===== src/rtl/ticket_pkg.sv =====
// ticket_pkg -- shared types and constants for the multi-ticket vendor.
// Holds the controller state enum, the accepted coin denominations and
// the default two-entry price table (type 0 = 15, type 1 = 20).
package ticket_pkg;

  // Controller phases: IDLE (no credit), ACCUM (credit held),
  // DISPENSE (ticket pulse out), CHANGE (refund pulse out).
  typedef enum logic [1:0] {
    ST_IDLE,
    ST_ACCUM,
    ST_DISPENSE,
    ST_CHANGE
  } state_t;

  // Coin denominations, in credit units.
  localparam int COIN_5  = 5;
  localparam int COIN_10 = 10;
  localparam int COIN_50 = 50;

  // Default price table geometry and contents.
  localparam int DEFAULT_NUM_TICKETS = 2;
  localparam int DEFAULT_PRICE_W     = 8;
  localparam logic [DEFAULT_NUM_TICKETS*DEFAULT_PRICE_W-1:0] DEFAULT_PRICES = {8'd20, 8'd15};

endpackage : ticket_pkg


===== src/rtl/multi_ticket_vendor_if.sv =====
// multi_ticket_vendor_if -- coin/select/cancel inputs and the dispense,
// refund and status outputs of the vendor, bundled as one interface.
// master: the customer side (drives pulses, observes results).
// slave:  the vendor controller.
interface multi_ticket_vendor_if #(
  parameter int NUM_TICKETS = 2,
  parameter int CREDIT_W    = 10
);

  logic                   money_5;
  logic                   money_10;
  logic                   money_50;
  logic                   cancel;
  logic [NUM_TICKETS-1:0] ticket_sel;

  logic [CREDIT_W-1:0]    credit;
  logic [NUM_TICKETS-1:0] drop_ticket;
  logic [CREDIT_W-1:0]    drop_money;
  logic                   coin_reject;
  logic                   insufficient;

  modport master (
    output money_5, money_10, money_50, cancel, ticket_sel,
    input  credit, drop_ticket, drop_money, coin_reject, insufficient
  );

  modport slave (
    input  money_5, money_10, money_50, cancel, ticket_sel,
    output credit, drop_ticket, drop_money, coin_reject, insufficient
  );

endinterface : multi_ticket_vendor_if


===== src/rtl/ticket_idle_timer.sv =====
// ticket_idle_timer -- restartable down-counter that flags TIMEOUT_CYCLES
// consecutive cycles of 'run' without 'restart'. The timeout flag is
// combinational so the owner can act on the same edge that ends the
// idle window. Only compiled when TICKET_TIMEOUT_EN is defined.
`ifdef TICKET_TIMEOUT_EN
module ticket_idle_timer #(
  parameter int TIMEOUT_CYCLES = 256
) (
  input  logic clk,
  input  logic reset,
  input  logic run,
  input  logic restart,
  output logic timeout
);

  localparam int CNT_W = $clog2(TIMEOUT_CYCLES + 1);

  // remaining == 0 means "disarmed": the first idle cycle arms the counter
  // with TIMEOUT_CYCLES-1, and the idle cycle that sees 1 is the last one.
  logic [CNT_W-1:0] remaining;
  logic             counting;

  assign counting = run && !restart;
  assign timeout  = counting && ((remaining == CNT_W'(1)) || (TIMEOUT_CYCLES == 1));

  // Count idle cycles down; any pulse, leaving ACCUM or expiry disarms.
  always_ff @(posedge clk or negedge reset) begin
    if (!reset) begin
      remaining <= '0;
    end else if (!counting || timeout) begin
      remaining <= '0;
    end else if (remaining == '0) begin
      remaining <= CNT_W'(TIMEOUT_CYCLES - 1);
    end else begin
      remaining <= remaining - CNT_W'(1);
    end
  end

endmodule : ticket_idle_timer
`endif


===== src/rtl/multi_ticket_vendor.sv =====
// multi_ticket_vendor -- multi-type ticket vending controller.
// Accepts 5/10/50 coins up to MAX_CREDIT, sells the lowest-index selected
// ticket when credit covers its price, then pays out the remainder.
// Per-cycle priority is cancel > ticket_sel > coin; a coin that is not
// credited for any reason raises coin_reject on the following cycle.
// A cancel pulse always claims its cycle, even in IDLE where it has no
// effect of its own.
// Optional feature: define TICKET_TIMEOUT_EN to refund the credit after
// TIMEOUT_CYCLES consecutive pulse-free cycles in ACCUM.
module multi_ticket_vendor
  import ticket_pkg::*;
#(
  parameter int                             NUM_TICKETS    = DEFAULT_NUM_TICKETS,
  parameter int                             PRICE_W        = DEFAULT_PRICE_W,
  parameter logic [NUM_TICKETS*PRICE_W-1:0] PRICES         = DEFAULT_PRICES,
  parameter int                             CREDIT_W       = 10,
  parameter int                             MAX_CREDIT     = 100,
  parameter int                             TIMEOUT_CYCLES = 256
) (
  input logic                  clk,
  input logic                  reset,
  multi_ticket_vendor_if.slave bus
);

  // Registered state and outputs.
  state_t                 state_q;
  logic [CREDIT_W-1:0]    credit_q;
  logic [NUM_TICKETS-1:0] drop_ticket_q;
  logic [CREDIT_W-1:0]    drop_money_q;
  logic                   coin_reject_q;
  logic                   insufficient_q;

  // Decoded view of this cycle's input pulses.
  logic                   coin_any;
  logic                   coin_multi;
  logic [CREDIT_W-1:0]    coin_val;
  logic [CREDIT_W:0]      coin_sum;
  logic                   coin_fits;
  logic                   sel_any;
  logic [NUM_TICKETS-1:0] sel_onehot;
  logic [CREDIT_W-1:0]    sel_cost;
  logic                   sel_affordable;
  logic                   any_pulse;
  logic                   timeout;

  // Decode coins (largest wins) and selections (lowest index wins).
  always_comb begin
    // NOTE: every signal gets a default first so no path through this block
    // leaves one unassigned, which would otherwise infer a latch.
    coin_val = '0;
    sel_cost = '0;

    coin_any   = bus.money_5 | bus.money_10 | bus.money_50;
    coin_multi = (bus.money_5  & bus.money_10) |
                 (bus.money_5  & bus.money_50) |
                 (bus.money_10 & bus.money_50);

    if (bus.money_50) begin
      coin_val = CREDIT_W'(COIN_50);
    end else if (bus.money_10) begin
      coin_val = CREDIT_W'(COIN_10);
    end else if (bus.money_5) begin
      coin_val = CREDIT_W'(COIN_5);
    end

    // Widened by one bit so an over-ceiling sum cannot wrap into range.
    coin_sum  = (CREDIT_W+1)'(credit_q) + (CREDIT_W+1)'(coin_val);
    coin_fits = coin_sum <= (CREDIT_W+1)'(MAX_CREDIT);

    // x & -x isolates the lowest set bit: the winning ticket type.
    sel_any    = |bus.ticket_sel;
    sel_onehot = bus.ticket_sel & (~bus.ticket_sel + NUM_TICKETS'(1));
    for (int i = 0; i < NUM_TICKETS; i++) begin
      if (sel_onehot[i]) begin
        sel_cost = CREDIT_W'(PRICES[i*PRICE_W +: PRICE_W]);
      end
    end
    sel_affordable = credit_q >= sel_cost;

    any_pulse = coin_any | bus.cancel | sel_any;
  end

`ifdef TICKET_TIMEOUT_EN
  ticket_idle_timer #(
    .TIMEOUT_CYCLES (TIMEOUT_CYCLES)
  ) u_idle_timer (
    .clk     (clk),
    .reset   (reset),
    .run     (state_q == ST_ACCUM),
    .restart (any_pulse),
    .timeout (timeout)
  );
`else
  // Without the timer, ACCUM holds its credit indefinitely.
  assign timeout = 1'b0;
`endif

  // Controller FSM with registered outputs; every output pulse defaults low.
  always_ff @(posedge clk or negedge reset) begin
    if (!reset) begin
      // Pending credit is discarded without any refund pulse.
      state_q        <= ST_IDLE;
      credit_q       <= '0;
      drop_ticket_q  <= '0;
      drop_money_q   <= '0;
      coin_reject_q  <= 1'b0;
      insufficient_q <= 1'b0;
    end else begin
      // NOTE: non-blocking assignments so every register here sees the
      // pre-edge values of the others, independent of statement order.
      drop_ticket_q  <= '0;
      drop_money_q   <= '0;
      coin_reject_q  <= 1'b0;
      insufficient_q <= 1'b0;

      case (state_q)
        ST_IDLE, ST_ACCUM: begin
          if (bus.cancel) begin
            // Cancel claims the cycle; selects and coins are dropped.
            coin_reject_q <= coin_any;
            if (state_q == ST_ACCUM) begin
              drop_money_q <= credit_q;
              credit_q     <= '0;
              state_q      <= ST_CHANGE;
            end
          end else if (sel_any) begin
            coin_reject_q <= coin_any;
            if (sel_affordable) begin
              drop_ticket_q <= sel_onehot;
              credit_q      <= credit_q - sel_cost;
              state_q       <= ST_DISPENSE;
            end else begin
              insufficient_q <= 1'b1;
            end
          end else if (timeout) begin
            // Only reachable on a pulse-free cycle, so no coin to reject.
            drop_money_q <= credit_q;
            credit_q     <= '0;
            state_q      <= ST_CHANGE;
          end else if (coin_any) begin
            if (coin_fits) begin
              credit_q      <= coin_sum[CREDIT_W-1:0];
              coin_reject_q <= coin_multi;
              state_q       <= ST_ACCUM;
            end else begin
              coin_reject_q <= 1'b1;
            end
          end
        end

        ST_DISPENSE: begin
          // Pay out whatever the sale left; zero credit gives no pulse.
          coin_reject_q <= coin_any;
          drop_money_q  <= credit_q;
          credit_q      <= '0;
          state_q       <= ST_CHANGE;
        end

        ST_CHANGE: begin
          coin_reject_q <= coin_any;
          state_q       <= ST_IDLE;
        end

        default: begin
          state_q  <= ST_IDLE;
          credit_q <= '0;
        end
      endcase
    end
  end

  assign bus.credit       = credit_q;
  assign bus.drop_ticket  = drop_ticket_q;
  assign bus.drop_money   = drop_money_q;
  assign bus.coin_reject  = coin_reject_q;
  assign bus.insufficient = insufficient_q;

endmodule : multi_ticket_vendor


===== src/flat_wrapper.sv =====
// flat-port wrapper written by rule: the top's interface ports become plain ports
module multi_ticket_vendor_flat import ticket_pkg::*;
#(
  parameter int                             NUM_TICKETS    = DEFAULT_NUM_TICKETS,
  parameter int                             PRICE_W        = DEFAULT_PRICE_W,
  parameter logic [NUM_TICKETS*PRICE_W-1:0] PRICES         = DEFAULT_PRICES,
  parameter int                             CREDIT_W       = 10,
  parameter int                             MAX_CREDIT     = 100,
  parameter int                             TIMEOUT_CYCLES = 256
)
  (clk, reset, bus_money_5, bus_money_10, bus_money_50, bus_cancel, bus_ticket_sel, bus_credit, bus_drop_ticket, bus_drop_money, bus_coin_reject, bus_insufficient);
  multi_ticket_vendor_if #(.NUM_TICKETS(NUM_TICKETS), .CREDIT_W(CREDIT_W)) bus_i ();
  input logic clk;
  input logic reset;
  input wire logic [$bits(bus_i.money_5)-1:0] bus_money_5;
  input wire logic [$bits(bus_i.money_10)-1:0] bus_money_10;
  input wire logic [$bits(bus_i.money_50)-1:0] bus_money_50;
  input wire logic [$bits(bus_i.cancel)-1:0] bus_cancel;
  input wire logic [$bits(bus_i.ticket_sel)-1:0] bus_ticket_sel;
  output wire logic [$bits(bus_i.credit)-1:0] bus_credit;
  output wire logic [$bits(bus_i.drop_ticket)-1:0] bus_drop_ticket;
  output wire logic [$bits(bus_i.drop_money)-1:0] bus_drop_money;
  output wire logic [$bits(bus_i.coin_reject)-1:0] bus_coin_reject;
  output wire logic [$bits(bus_i.insufficient)-1:0] bus_insufficient;
  assign bus_i.money_5 = bus_money_5;
  assign bus_i.money_10 = bus_money_10;
  assign bus_i.money_50 = bus_money_50;
  assign bus_i.cancel = bus_cancel;
  assign bus_i.ticket_sel = bus_ticket_sel;
  assign bus_credit = bus_i.credit;
  assign bus_drop_ticket = bus_i.drop_ticket;
  assign bus_drop_money = bus_i.drop_money;
  assign bus_coin_reject = bus_i.coin_reject;
  assign bus_insufficient = bus_i.insufficient;
  multi_ticket_vendor #(.NUM_TICKETS(NUM_TICKETS), .PRICE_W(PRICE_W), .PRICES(PRICES), .CREDIT_W(CREDIT_W), .MAX_CREDIT(MAX_CREDIT), .TIMEOUT_CYCLES(TIMEOUT_CYCLES)) u_core (.clk(clk), .reset(reset), .bus(bus_i));
endmodule

===== config.mk =====
export PLATFORM = sky130hd
export DESIGN_NAME = multi_ticket_vendor_flat
export DESIGN_NICKNAME = d
export VERILOG_FILES = /design/src/rtl/ticket_pkg.sv /design/src/rtl/multi_ticket_vendor_if.sv /design/src/rtl/ticket_idle_timer.sv /design/src/rtl/multi_ticket_vendor.sv /design/src/flat_wrapper.sv
export SDC_FILE = /design/constraint.sdc
export NUM_CORES = 1
export LEC_CHECK = 0
export ABC_AREA = 1
export BUFFER_PORTS_ARGS = -buffer_cell sky130_fd_sc_hd__buf_2
export CAP_MARGIN = 25
export CORE_UTILIZATION = 40
export CTS_CLUSTER_SIZE = 20
export DETAILED_ROUTE_END_ITERATION = 16
export PLACE_DENSITY = 0.57
export SKIP_CTS_REPAIR_TIMING = 1
export SYNTH_ARGS = -nofsm -noshare
export SYNTH_HDL_FRONTEND = slang
export SYNTH_SLANG_ARGS = --single-unit
export TNS_END_PERCENT = 5

===== constraint.sdc =====
create_clock -name clk -period 2.9 [get_ports clk]
set_input_delay 0.29 -clock clk [delete_from_list [all_inputs] [get_ports clk]]
set_output_delay 0.29 -clock clk [all_outputs]
set_load 0.02 [all_outputs]

# Word level (Yosys, flattened, before mapping)
# Index checks and enable logic that the tools add are counted.
dict set report word_totals {
  ff_bits 26
  input_bits 8
  out_inout_bits 24
  wordCells 69
}
dict set report op_classes {
  addsub 3
  magnitude_cmp 2
  n_eq_ne 7
  n_mux 35
  bitwise_logic 9
  reduce_logical 7
}
# operator n
set ops {}
lappend ops {{10-bit 2-to-1 mux} 8}
lappend ops {{10-bit one-hot mux with 2 select lines} 2}
lappend ops {{2-bit 2-to-1 mux} 10}
lappend ops {{10-bit by 6-bit adder with 11-bit output} 1}
lappend ops {{11-bit by 7-bit less-or-equal comparator with 1-bit output (second input constant)} 1}
lappend ops {{10-bit by 5-bit >= comparator with 1-bit output} 1}
lappend ops {{10-bit by 5-bit subtractor with 10-bit output} 1}
lappend ops {{1-bit 2-to-1 mux} 8}
lappend ops {{4-bit 2-to-1 mux} 2}
lappend ops {{4-bit by 2-bit != test with 1-bit output (second input constant)} 2}
lappend ops {{6-bit 2-to-1 mux} 1}
lappend ops {{2-bit one-hot mux with 3 select lines} 1}
lappend ops {{2-bit OR reduction} 3}
lappend ops {{5-bit 2-to-1 mux} 1}
lappend ops {{5-bit AND reduction} 1}
lappend ops {{2-bit == test (second input constant)} 2}
lappend ops {{4-bit != test (second input constant)} 1}
lappend ops {{1-bit OR} 4}
lappend ops {{4-bit AND reduction} 1}
lappend ops {{1-bit AND} 3}
lappend ops {{3-bit 2-to-1 mux} 1}
lappend ops {{3-bit by 2-bit != test with 1-bit output (second input constant)} 1}
lappend ops {{2-bit by 1-bit adder with 2-bit output (second input constant)} 1}
lappend ops {{2-bit AND} 1}
lappend ops {{5 further kinds} 5}

# Depth between registers and ports, before layout
# Gate-level depths: netlist (run 1).
dict set report logic_depth {
  depth_word 10
  mapped_depth 18
}

# Least setup slack after synthesis (run 1)
# Ideal clock, no wire load.
dict set report synth_path {
  path_kind {in2reg}
  startpoint {input port bus_ticket_sel[1]}
  endpoint {register u_core.credit_q[7], in the netlist u_core.bus.credit[7]}
  arrival_ns 2.048
  required_ns 2.782
  path_slack_ns 0.734
  path_stages 16
  cell_sequence {nor2_1 clkbuf_1 ha_1 nand2_1 clkinv_1 nand2_1 nand2_1 nand2_1 nand2_1 inv_2 nand4_1 nand2_2 nor2_4 buf_4 nand3_1 nand2_1}
}
dict set report synth_between {
  elab_chain_cells 9
  elab_cells_between_ends 15
}
# element line
set synth_rtl {}
lappend synth_rtl {{start, declared} flat_wrapper.sv:19} ;# input wire logic [$bits(bus_i.ticket_sel)-1:0] bus_ticket_sel;
lappend synth_rtl {{2-bit NOT} multi_ticket_vendor.sv:72} ;# sel_onehot = bus.ticket_sel & (~bus.ticket_sel + NUM_TICKETS'(1));
lappend synth_rtl {{2-bit by 1-bit adder with 2-bit output} multi_ticket_vendor.sv:72}
lappend synth_rtl {{2-bit AND} multi_ticket_vendor.sv:72}
lappend synth_rtl {{5-bit 2-to-1 mux} multi_ticket_vendor.sv:74} ;# if (sel_onehot[i]) begin
lappend synth_rtl {{10-bit by 5-bit subtractor with 10-bit output} multi_ticket_vendor.sv:130} ;# credit_q <= credit_q - sel_cost;
lappend synth_rtl {{10-bit 2-to-1 mux} multi_ticket_vendor.sv:128} ;# if (sel_affordable) begin
lappend synth_rtl {{10-bit 2-to-1 mux} multi_ticket_vendor.sv:126} ;# end else if (sel_any) begin
lappend synth_rtl {{10-bit 2-to-1 mux} multi_ticket_vendor.sv:118} ;# if (bus.cancel) begin
lappend synth_rtl {{10-bit one-hot mux with 2 select lines} multi_ticket_vendor.sv:116} ;# case (state_q)
lappend synth_rtl {{end signal, assigned} multi_ticket_vendor.sv:130}
lappend synth_rtl {{end signal, assigned} multi_ticket_vendor.sv:142} ;# credit_q <= coin_sum[CREDIT_W-1:0];
lappend synth_rtl {{end, declared} multi_ticket_vendor.sv:27} ;# logic [CREDIT_W-1:0] credit_q;
# Parallel ways exist; a longest one is shown, timed or not. The select of a mux whose other input is x is not followed.
# A chain may end at the register's enable or synchronous reset.

# Worst setup path after layout (run 1)
dict set report layout_path {
  startpoint {register u_core.credit_q[0], in the netlist u_core.bus.credit[0]}
  endpoint {register u_core.credit_q[5], in the netlist u_core.bus.credit[5]}
}
dict set report layout_between {
  elab_chain_cells 6
  elab_cells_between_ends 13
}
# element
set layout_rtl {}
lappend layout_rtl {{parallel branches: the longest is 6 deep, another holds 10-bit by 6-bit adder with 11-bit output}}
# Several ways; the timed one is not identified. The select of a mux whose other input is x is not followed.

==> results.ini, run 1 <==
[outcome]
status = completed

[cts]
path_clk_slew_ns = 0.10
htreeDepth = 1
clockBufferDepth = 2
root_buffer = clkbuf_8
cts_made_buffers = 3
cts_tree = yes
insertion_delay_ns = 0.28
cts.sinks = 26

[min_path]
hold_path_class = in2async

[finish]
mostFrequentLayoutCells = 75 x nand2_1, 40 x inv_1, 36 x nor2_1
syn_to_final_growth_pct = 14.1
stdcell_area_um2 = 2300
drive_above_1_share_pct = 19.0
n_antenna_cell = 0
layout_commonest_cell = nand2_1
nNetsFinal = 343

[placed_design]
place_area_um2 = 2230
numPortBuffers = 31
hpwl_um = 3980
gp_congestion = 0.852

[logic_synthesis]
synth_fa_ha_area_share_pct = 8.81
syn-cell-area_um2 = 2020
synth_top_family_by_area = simple AND/OR/NAND/NOR gates
syn_avg_cell_area_um2 = 6.98
synth_warnings = 0
synth_xor_area_share_pct = 0.868
yosys.area_share.simple_pct = 38.2
synthCells = 289
synth_cell_type_count = 31
synth-edff-count = 0
synthesis.nets = 310
synth_compound_area_share_pct = 9.55
synthArstFlopShare_pct = 100
synthMuxAreaShare_pct = 0
ys_ff_latch = 26
synth_ff_type = dfrtp_1
ys_seq_area_share_pct = 32.3

[drt]
wl_per_cell_um = 12.9
viasPerCell = 4.84
drc_errors = 0
drtIter0Drc = 101
num_vias = 1879
first_pass_iters = 4
ant_nets = 0
wirelength_um = 5000

[pwr]
finalPower_mw = 2.26
max-vdd-ir-drop_mv = 0.510
leakage_nw = 1.30
p_per_area_nw_per_um2 = 983

[timing]
worst_pin_slew_ns = 0.600
slew_viol_final = 0
finalSetupTns_ns = 0
slew_headroom_pct = 60.0
setup_violations = 0
rsz0062_at_grt = false
min_period_ns = 2.33
period_share_pct = 80.4
hold_viol = 0
max_freq_ghz = 0.429
fin_skew_ns = 0.00499

[critical_path]
cp_cell_sequence = ha_1 -> inv_1 -> fa_1 -> inv_1 -> nand2_1 -> nand3_2 -> nand2_2 -> nand2_2 -> nand2_2 -> nor2_4 -> nand4_2 -> nand2_4 -> nand2_4 -> nand2_1 -> nand2_1
cp_num_buf_inv = 2
critical_path.top_delay_family = simple AND/OR/NAND/NOR gates
startpoint_type = register
cp_max_fo = 13
slowest_delay_ns = 0.46
rr_endpoint = u_core.bus.credit[5]
worstRegToRegCells = 15
critPathCaptureType = register
arrival_ns = 2.51
rr_startpoint = u_core.bus.credit[0]
required_ns = 3.07
worst-setup-path-type = reg2reg
r2r_setup_slack_ns = 0.57
cp_slowest_cell = dfrtp_1

[floorplan]
die_w_um = 73.0
core_area_um2 = 4790
ioPinCount = 32
die_area_um2 = 5330
start_util_pct = 42.1
die_h_um = 73.0
rows = 25

[run]
maxCapViolCount = 0

[grt]
grt_usage_pct = 20.6
grt_pass1_wl_um = 8250
grt_antenna_before_repair = 0
grt_max_degree = 27
grt_pass1_vias = 1694
grt-ovfl-total = 0

-- worst reg2reg max path, stage by stage (launching register included) --
cell and delay, ns:
dfrtp_1 0.46, ha_1 0.21, inv_1 0.06, fa_1 0.40, inv_1 0.08, nand2_1 0.08
nand3_2 0.09, nand2_2 0.06, nand2_2 0.06, nand2_2 0.07, nor2_4 0.11, nand4_2 0.11
nand2_4 0.18, nand2_4 0.12, nand2_1 0.08, nand2_1 0.05
-- kinds of logic (layout without fill, tap and decap cells) --
group | after synthesis | after routing
compound gates | 34 | 34
xor+xnor | 2 | 2
fa+ha+maj | 13 | 13
buf+inv | 50 | 82
flops | 26 | 26
simple gates | 164 | 164
-- metal layers --
layer	wire [µm]	up-vias	global-route usage, %
li1	-	990	-
met1	2500	834	29.7
met2	2230	51	32.5
met3	232	4	2.90
met4	45	0	4.58
met5	0	-	0
-- through the flow --
stage	utilization, %	hold WS, ns	cells	setup slack, ns
4_1_cts	48.1	0.0235	388	0.550
6_report	48.1	0.00203	388	0.568
3_3_place_gp	46.6	0.338	384	0.428
5_1_grt	48.1	0.0460	388	0.351
3_5_place_dp	46.6	0.330	384	0.371
2_1_floorplan	-	-0.00559	289	0.734
-- registers in the layout, indices dropped and copies added, names as in the netlist --
register and cells:
u_core.bus.coin_reject 1, u_core.bus.credit 10, u_core.bus.drop_money 10, u_core.bus.drop_ticket 2, u_core.bus.insufficient 1, u_core.state_q 2
-- cell type report --
cell class,count,area (µm²)
clock inverter,1,30.0
sequential,26,651
fill,489,2480
tap,67,83.8
clock buffer,3,41.3
inverter,45,169
timing repair buffer,33,170
multi-input combinational,213,1160
-- synth_stat cells, types with 5 or more instances --
library cell	number	area (µm²)
nand2_1	75	282
inv_1	40	150
nor2_1	36	135
dfrtp_1	26	651
nand3_1	22	110
a21oi_1	15	75.1
o21ai_0	12	60.1
ha_1	11	138
nand2_2	8	50.1
nand3_2	6	60.1
nand4_1	5	31.3
-- worst max-delay path by stage --
stage / start / to / slack [ns] / cells past startpoint
after floorplan: bus_ticket_sel[1] / u_core.bus.credit[7] / 0.73 / 16
after global placement: bus_money_10 / u_core.bus.credit[2] / 0.43 / 19
after detailed placement: bus_money_10 / u_core.bus.credit[5] / 0.37 / 19
after CTS: u_core.bus.credit[0] / u_core.bus.credit[5] / 0.55 / 15
after global routing: u_core.bus.credit[1] / u_core.bus.credit[7] / 0.35 / 14
final: u_core.bus.credit[0] / u_core.bus.credit[5] / 0.57 / 15
-- where the power goes --
group / internal [mW] / switching [mW] / leakage, nW
sequential: 0.471 / 0.143 / 0.343
clock: 0.185 / 0.126 / 0.0357
combinational: 0.455 / 0.883 / 0.923
total: 1.11 / 1.15 / 1.30
No activity file was read; power rests on OpenSTA's default activity.
==> inputs of run 2 (changes only) <==
Settings changed: ABC_AREA 1 to 0.
Clock period 2.9 ns to 2.3 ns, I/O delays scaled along.
==> results.ini, run 2 <==
[outcome]
status = complete, but fails checks
violations = negative setup slack

[timing]
setup_violations = 13  ; +13
min_period_ns = 2.79
worst_pin_slew_ns = 0.555  ; -0.0449 ns
period_share_pct = 121
fin_skew_ns = 0.00168  ; -0.00332 ns
slew_viol_final = 0  ; unchanged
slew_headroom_pct = 63.0  ; +3.0 points
hold_slack_ns = 0.313  ; +0.311 ns
max_freq_ghz = 0.359
hold_viol = 0  ; unchanged
finalSetupTns_ns = -5.25  ; -5.25 ns
fin_ws_ns = -0.487  ; -1.06 ns
rsz0062_at_grt = true

[cts]
path_clk_slew_ns = 0.09  ; about the same
insertion_delay_ns = 0.27  ; about the same
htreeDepth = 1  ; unchanged
cts_tree = yes
cts_made_buffers = 3  ; unchanged
cts.sinks = 26  ; unchanged
root_buffer = clkbuf_8
clockBufferDepth = 2  ; unchanged

[finish]
layout_commonest_cell = buf_4
nNetsFinal = 341  ; -0.58%
n_antenna_cell = 0  ; unchanged
syn_to_final_growth_pct = 44.5
drive_above_1_share_pct = 43.9  ; +25 points
stdcell_count = 386  ; -0.52%
fin_util_pct = 60.2  ; +12 points
mostFrequentLayoutCells = 70 x buf_4, 29 x buf_2, 25 x dfrtp_1

[grt]
grt-ovfl-total = 0  ; unchanged
grt_antenna_before_repair = 0  ; unchanged
grt_pass1_wl_um = 8580  ; +3.9%
grt_usage_pct = 21.0  ; +0.45 points
grt_pass1_vias = 1838  ; +8.5%
grt_max_degree = 27  ; unchanged

[logic_synthesis]
synthesis.nets = 241  ; -22%
ys_seq_area_share_pct = 32.8  ; +0.57 points
synth_warnings = 0  ; unchanged
synth_ff_type = dfrtp_1
synth_area_leaders = dfrtp_1 33%, ha_1 6.9%, nor2_1 4.0%, and2_1 3.8%, nand2_1 3.0%
yosysTopAreaCell = dfrtp_1
syn-cell-area_um2 = 1980  ; -1.7%
synth-edff-count = 0  ; unchanged
syn_avg_cell_area_um2 = 9.01  ; +29%
ys_ff_latch = 26  ; unchanged
synth_cell_type_count = 59  ; +90%
synthArstFlopShare_pct = 100  ; unchanged
synth.most_common_cell = dfrtp_1
yosys-top-cells-count = 26 x dfrtp_1, 21 x nor2_1, 16 x nand2_1, 13 x inv_1, 12 x and2_1
synthCells = 220  ; -24%
synth_top_area_share_pct = 32.8  ; +0.57 points

[drt]
wl_per_cell_um = 14.2  ; +9.9%
drtIter0Drc = 130  ; +29%
first_pass_iters = 4  ; unchanged
num_vias = 1973  ; +5.0%
ant_nets = 0  ; unchanged
viasPerCell = 5.11  ; +5.5%
wirelength_um = 5470  ; +9.3%
drc_errors = 0  ; unchanged

[floorplan]
die_h_um = 72.4  ; -0.85%
ioPinCount = 32  ; unchanged
die_w_um = 72.4  ; -0.85%
die_area_um2 = 5240  ; -1.7%
rows = 25  ; unchanged
core_area_um2 = 4750  ; -0.65%
start_util_pct = 41.7  ; -0.46 points

[critical_path]
cp_slowest_cell = fa_2
cp_max_fo = 5  ; -8
cp_cell_sequence = buf_6 -> or2_4 -> inv_2 -> and2_4 -> ha_4 -> inv_2 -> fa_2 -> nor2b_4 -> o211a_1 -> nor2_2 -> a2111oi_4 -> o21ai_2 -> buf_4 -> nor2_4 -> buf_6 -> o21ai_4 -> a221o_1
required_ns = 2.46  ; -0.61 ns
startpoint_type = input pin
critPathLaunch = bus_money_50
rr_startpoint = u_core.bus.credit[0]
arrival_ns = 2.94  ; +0.43 ns
worst-setup-path-type = in2reg
slowest_delay_ns = 0.36  ; -0.10 ns
critPathCaptureType = register

[min_path]
hold_start = bus_ticket_sel[1]
hold_path_class = in2reg

[placed_design]
numPortBuffers = 31  ; unchanged
gp_congestion = 0.891  ; +4.6%
hpwl_um = 4270  ; +7.2%
dp_cells = 378  ; -1.6%

[pwr]
p_per_area_nw_per_um2 = 1210  ; +23%
max-vdd-ir-drop_mv = 0.403  ; -21%
leakage_nw = 1.41  ; +8.5%

[run]
maxCapViolCount = 0  ; unchanged

## run 2: cell types whose count changed in the layout (fill, tap and decap cells not counted), moves of 8 or more
cell,previous run,this run
nor2_1,36,20
nand2_1,75,16
inv_1,40,11
nand3_1,22,4
buf_4,2,70
and2_1,0,11
nand2_2,8,0
## run 2: cell type report
type,instances,area [µm²]
fill,453,1890
multi-input combinational,172,1300
timing repair buffer,104,726
sequential,26,652
tap,67,83.8
clock buffer,4,55.1
inverter,13,48.8
## run 2: worst paths after layout
| path | to | slack (ns) | depth (start not counted) |
|---|---|---|---|
| max in group asynchronous | u_core.bus.credit[0] | 1.42 | 2 |
| min in group asynchronous | u_core.bus.drop_money[2] | 0.49 | 2 |
| setup / recovery | u_core.bus.credit[6] | -0.49 | 17 |
| hold / removal | u_core.bus.drop_ticket[1] | 0.31 | 4 |
| setup reg to reg | u_core.bus.credit[6] | -0.46 | 13 |
| hold reg to reg | u_core.state_q[0] | 0.55 | 1 |
## run 2: logic make-up (layout without fill, tap and decap cells)
family	after synthesis	count (layout)	share of synthesized area [%]
AOI/OAI and AO/OA	63	63	23.5
adders and majority gates	13	13	8.96
DFF	26	26	32.8
and+or+nand+nor	85	85	22.6
buffers and inverters	22	121	6.19
muxes	5	5	3.28
xor gates and xnor gates	6	6	2.65
## run 2: worst max-delay path: cells and delay by family
family,cells,cell delay (ns)
buffers and inverters,5,0.46
AO/OA/AOI/OAI,5,1.04
adder cells (fa/ha/maj),2,0.48
AND/OR/NAND/NOR,5,0.71
## run 2: layer usage
layer  track usage [%]  vias up  part of all wire (%)
li1                  -      985                     -
met1              28.6      935                    48
met2              36.2       47                    48
met3              1.94        6                   2.8
met4              4.36        0                  0.91
met5                 0        -                     0
## run 2: through the flow
step / instance area (µm²) / worst slack (ns) / total power [mW]
6_report: 2860 / -0.487 / 3.46
3_3_place_gp: 2690 / -0.794 / 2.97
3_5_place_dp: 2690 / -0.866 / 2.97
2_1_floorplan: 2010 / -0.694 / 2.04
5_1_grt: 2860 / -0.615 / 3.72
4_1_cts: 2750 / -0.643 / 3.28
## run 2: report_power, final
group | internal (mW) | switching [mW]
clock network | 0.153 | 0.141
registers | 0.595 | 0.0852
logic | 1.23 | 1.25
total | 1.98 | 1.48
==> inputs of run 3 (changes only) <==
Settings changed: SKIP_LAST_GASP set to 1.
==> results.ini, run 3 (same netlist as run 2, synthesis figures left out) <==
[timing]
hold_slack_ns = 0.313  ; -0.0000120 ns
period_share_pct = 121  ; +0.22 points
rsz0062_at_grt = true
worst_pin_slew_ns = 0.555  ; -0.000422 ns
slew_viol_final = 0  ; unchanged
fin_ws_ns = -0.492  ; -0.00504 ns
min_period_ns = 2.79  ; +0.00504 ns
fin_skew_ns = 0.00274  ; +0.00107 ns
setup_violations = 13  ; unchanged
slew_headroom_pct = 63.0  ; about the same
hold_viol = 0  ; unchanged
max_freq_ghz = 0.358  ; -0.18%

[floorplan]
die_w_um = 72.4  ; unchanged
core_area_um2 = 4750  ; unchanged
start_util_pct = 41.7  ; unchanged
rows = 25  ; unchanged
die_area_um2 = 5240  ; unchanged
die_h_um = 72.4  ; unchanged
ioPinCount = 32  ; unchanged

[critical_path]
cp_max_fo = 7  ; +2
startpoint_type = input pin
required_ns = 2.46  ; about the same
slowest_delay_ns = 0.41  ; +0.05 ns
worstRegToRegCells = 13  ; unchanged
critical_path.top_delay_family = compound AO/OA/AOI/OAI gates
cp_cell_sequence = buf_6 -> or2_4 -> inv_2 -> and2_4 -> ha_4 -> inv_2 -> fa_2 -> nor2b_4 -> o211ai_1 -> a311oi_1 -> a2111oi_4 -> o21ai_2 -> buf_4 -> nor2_4 -> o21a_4 -> mux2_4
crit_top_cell = inv_2
rr_startpoint = u_core.bus.credit[0]
worst-setup-path-type = in2reg
cp_slowest_cell = a311oi_1
arrival_ns = 2.95  ; about the same
r2r_setup_slack_ns = -0.47  ; about the same
critPathCaptureType = register
cp_num_buf_inv = 4  ; -1
rr_endpoint = u_core.bus.credit[6]

[drt]
wl_met2_um = 2650  ; +0.19%
wl_per_cell_um = 14.1  ; -0.57%
wirelength_um = 5440  ; -0.57%
num_vias = 1992  ; +0.96%
viasPerCell = 5.16  ; +0.96%
detailroute.wirelength.met3_um = 155  ; +1.3%
routed.top_layer = met4
drtIter0Drc = 158  ; +22%
drc_errors = 0  ; unchanged
ant_nets = 0  ; unchanged
m1WireLength_um = 2580  ; -1.4%
first_pass_iters = 4  ; unchanged

[pwr]
switching_share_pct = 42.8  ; +0.070 points
power.share.clock_pct = 8.5  ; about the same
leakage_nw = 1.41  ; -0.21%
intPower_mw = 1.97  ; -0.58%
max-vdd-ir-drop_mv = 0.399  ; -1.1%
p_seq_share_pct = 19.8  ; about the same
power_switching_mw = 1.48  ; -0.30%
comb_power_share_pct = 71.7  ; about the same
p_per_area_nw_per_um2 = 1200  ; -0.24%

[min_path]
hold_path_class = in2reg
holdPathEnd = u_core.bus.drop_ticket[1]
hold_start = bus_ticket_sel[1]
whs_path_depth = 4  ; unchanged

[outcome]
violations = negative setup slack
status = complete, but fails checks

[run]
maxCapViolCount = 0  ; unchanged

[finish]
layout_commonest_cell = buf_4
nNetsFinal = 341  ; unchanged
n_antenna_cell = 0  ; unchanged
drive_above_1_share_pct = 43.6  ; -0.31 points
mostFrequentLayoutCells = 71 x buf_4, 29 x buf_2, 25 x dfrtp_1
fin_util_pct = 60.1  ; -0.13 points
syn_to_final_growth_pct = 44.2

[placed_design]
numPortBuffers = 31  ; unchanged
hpwl_um = 4270  ; unchanged
gp_congestion = 0.891  ; unchanged

[grt]
grt_usage_pct = 21.0  ; unchanged
grt_pass1_wl_um = 8580  ; unchanged
grt-ovfl-total = 0  ; unchanged
grt_max_degree = 27  ; unchanged
grt_antenna_before_repair = 0  ; unchanged
grt_pass1_vias = 1838  ; unchanged

[cts]
cts.sinks = 26  ; unchanged
root_buffer = clkbuf_8
clockBufferDepth = 2  ; unchanged
htreeDepth = 1  ; unchanged
cts_tree = yes
cts_made_buffers = 3  ; unchanged
insertion_delay_ns = 0.27  ; about the same
path_clk_slew_ns = 0.09  ; about the same

run 3: cell counts in the layout (fill, tap and decap cells not counted):
No cell type changed its count.
run 3: worst register-to-register path: cells and delay by family (launching register included):
kind / cells / cell delay, ns
adder cells (fa/ha/maj): 2 / 0.41
buffers and inverters: 3 / 0.33
AO/OA/AOI/OAI: 6 / 1.29
flip-flops: 1 / 0.46
AND/OR/NAND/NOR: 2 / 0.18
run 3: power by group through the flow:
stage               clock network (mW)  registers [mW]  logic, mW
finish                           0.294           0.681       2.47
global route                     0.314           0.700       2.69
CTS                              0.297           0.680       2.30
detailed placement                   0           0.687       2.29
global placement                     0           0.688       2.28
floorplan                            0           0.850       1.19
run 3: final cells by class:
| class | count | area, µm² |
|---|---|---|
| clock buffers | 4 | 55.1 |
| multi-input cells | 172 | 1300 |
| well taps | 67 | 83.8 |
| fillers | 450 | 1900 |
| inverters | 13 | 48.8 |
| flip-flops and latches | 26 | 652 |
| repair buffers | 104 | 722 |
run 3: worst max-delay path by stage:
stage                                 endpoint                 start  depth (start not counted)
after detailed placement  u_core.bus.credit[2]          bus_money_10                         15
after global routing      u_core.bus.credit[7]          bus_money_50                         18
after global placement    u_core.bus.credit[3]          bus_money_10                         15
after floorplan           u_core.bus.credit[2]          bus_money_10                         16
final                     u_core.bus.credit[3]          bus_money_50                         16
after CTS                 u_core.bus.credit[3]  u_core.bus.credit[0]                         11
run 3: metal layers:
metal / vias to the layer above / global-route usage, %
li1: 988 / -
met4: 0 / 4.36
met5: - / 0
met1: 950 / 28.6
met2: 48 / 36.2
met3: 6 / 1.94
run 3: per-stage QoR:
step / setup TNS, ns / worst slack (ns) / std cells / cell area, µm² / power (mW)
6_report: -5.54 / -0.492 / 386 / 2860 / 3.44
2_1_floorplan: -6.63 / -0.694 / 220 / 2010 / 2.04
3_5_place_dp: -9.62 / -0.866 / 378 / 2690 / 2.97
3_3_place_gp: -8.97 / -0.794 / 378 / 2690 / 2.97
5_1_grt: -7.16 / -0.618 / 386 / 2860 / 3.70
4_1_cts: -7.18 / -0.643 / 382 / 2750 / 3.28
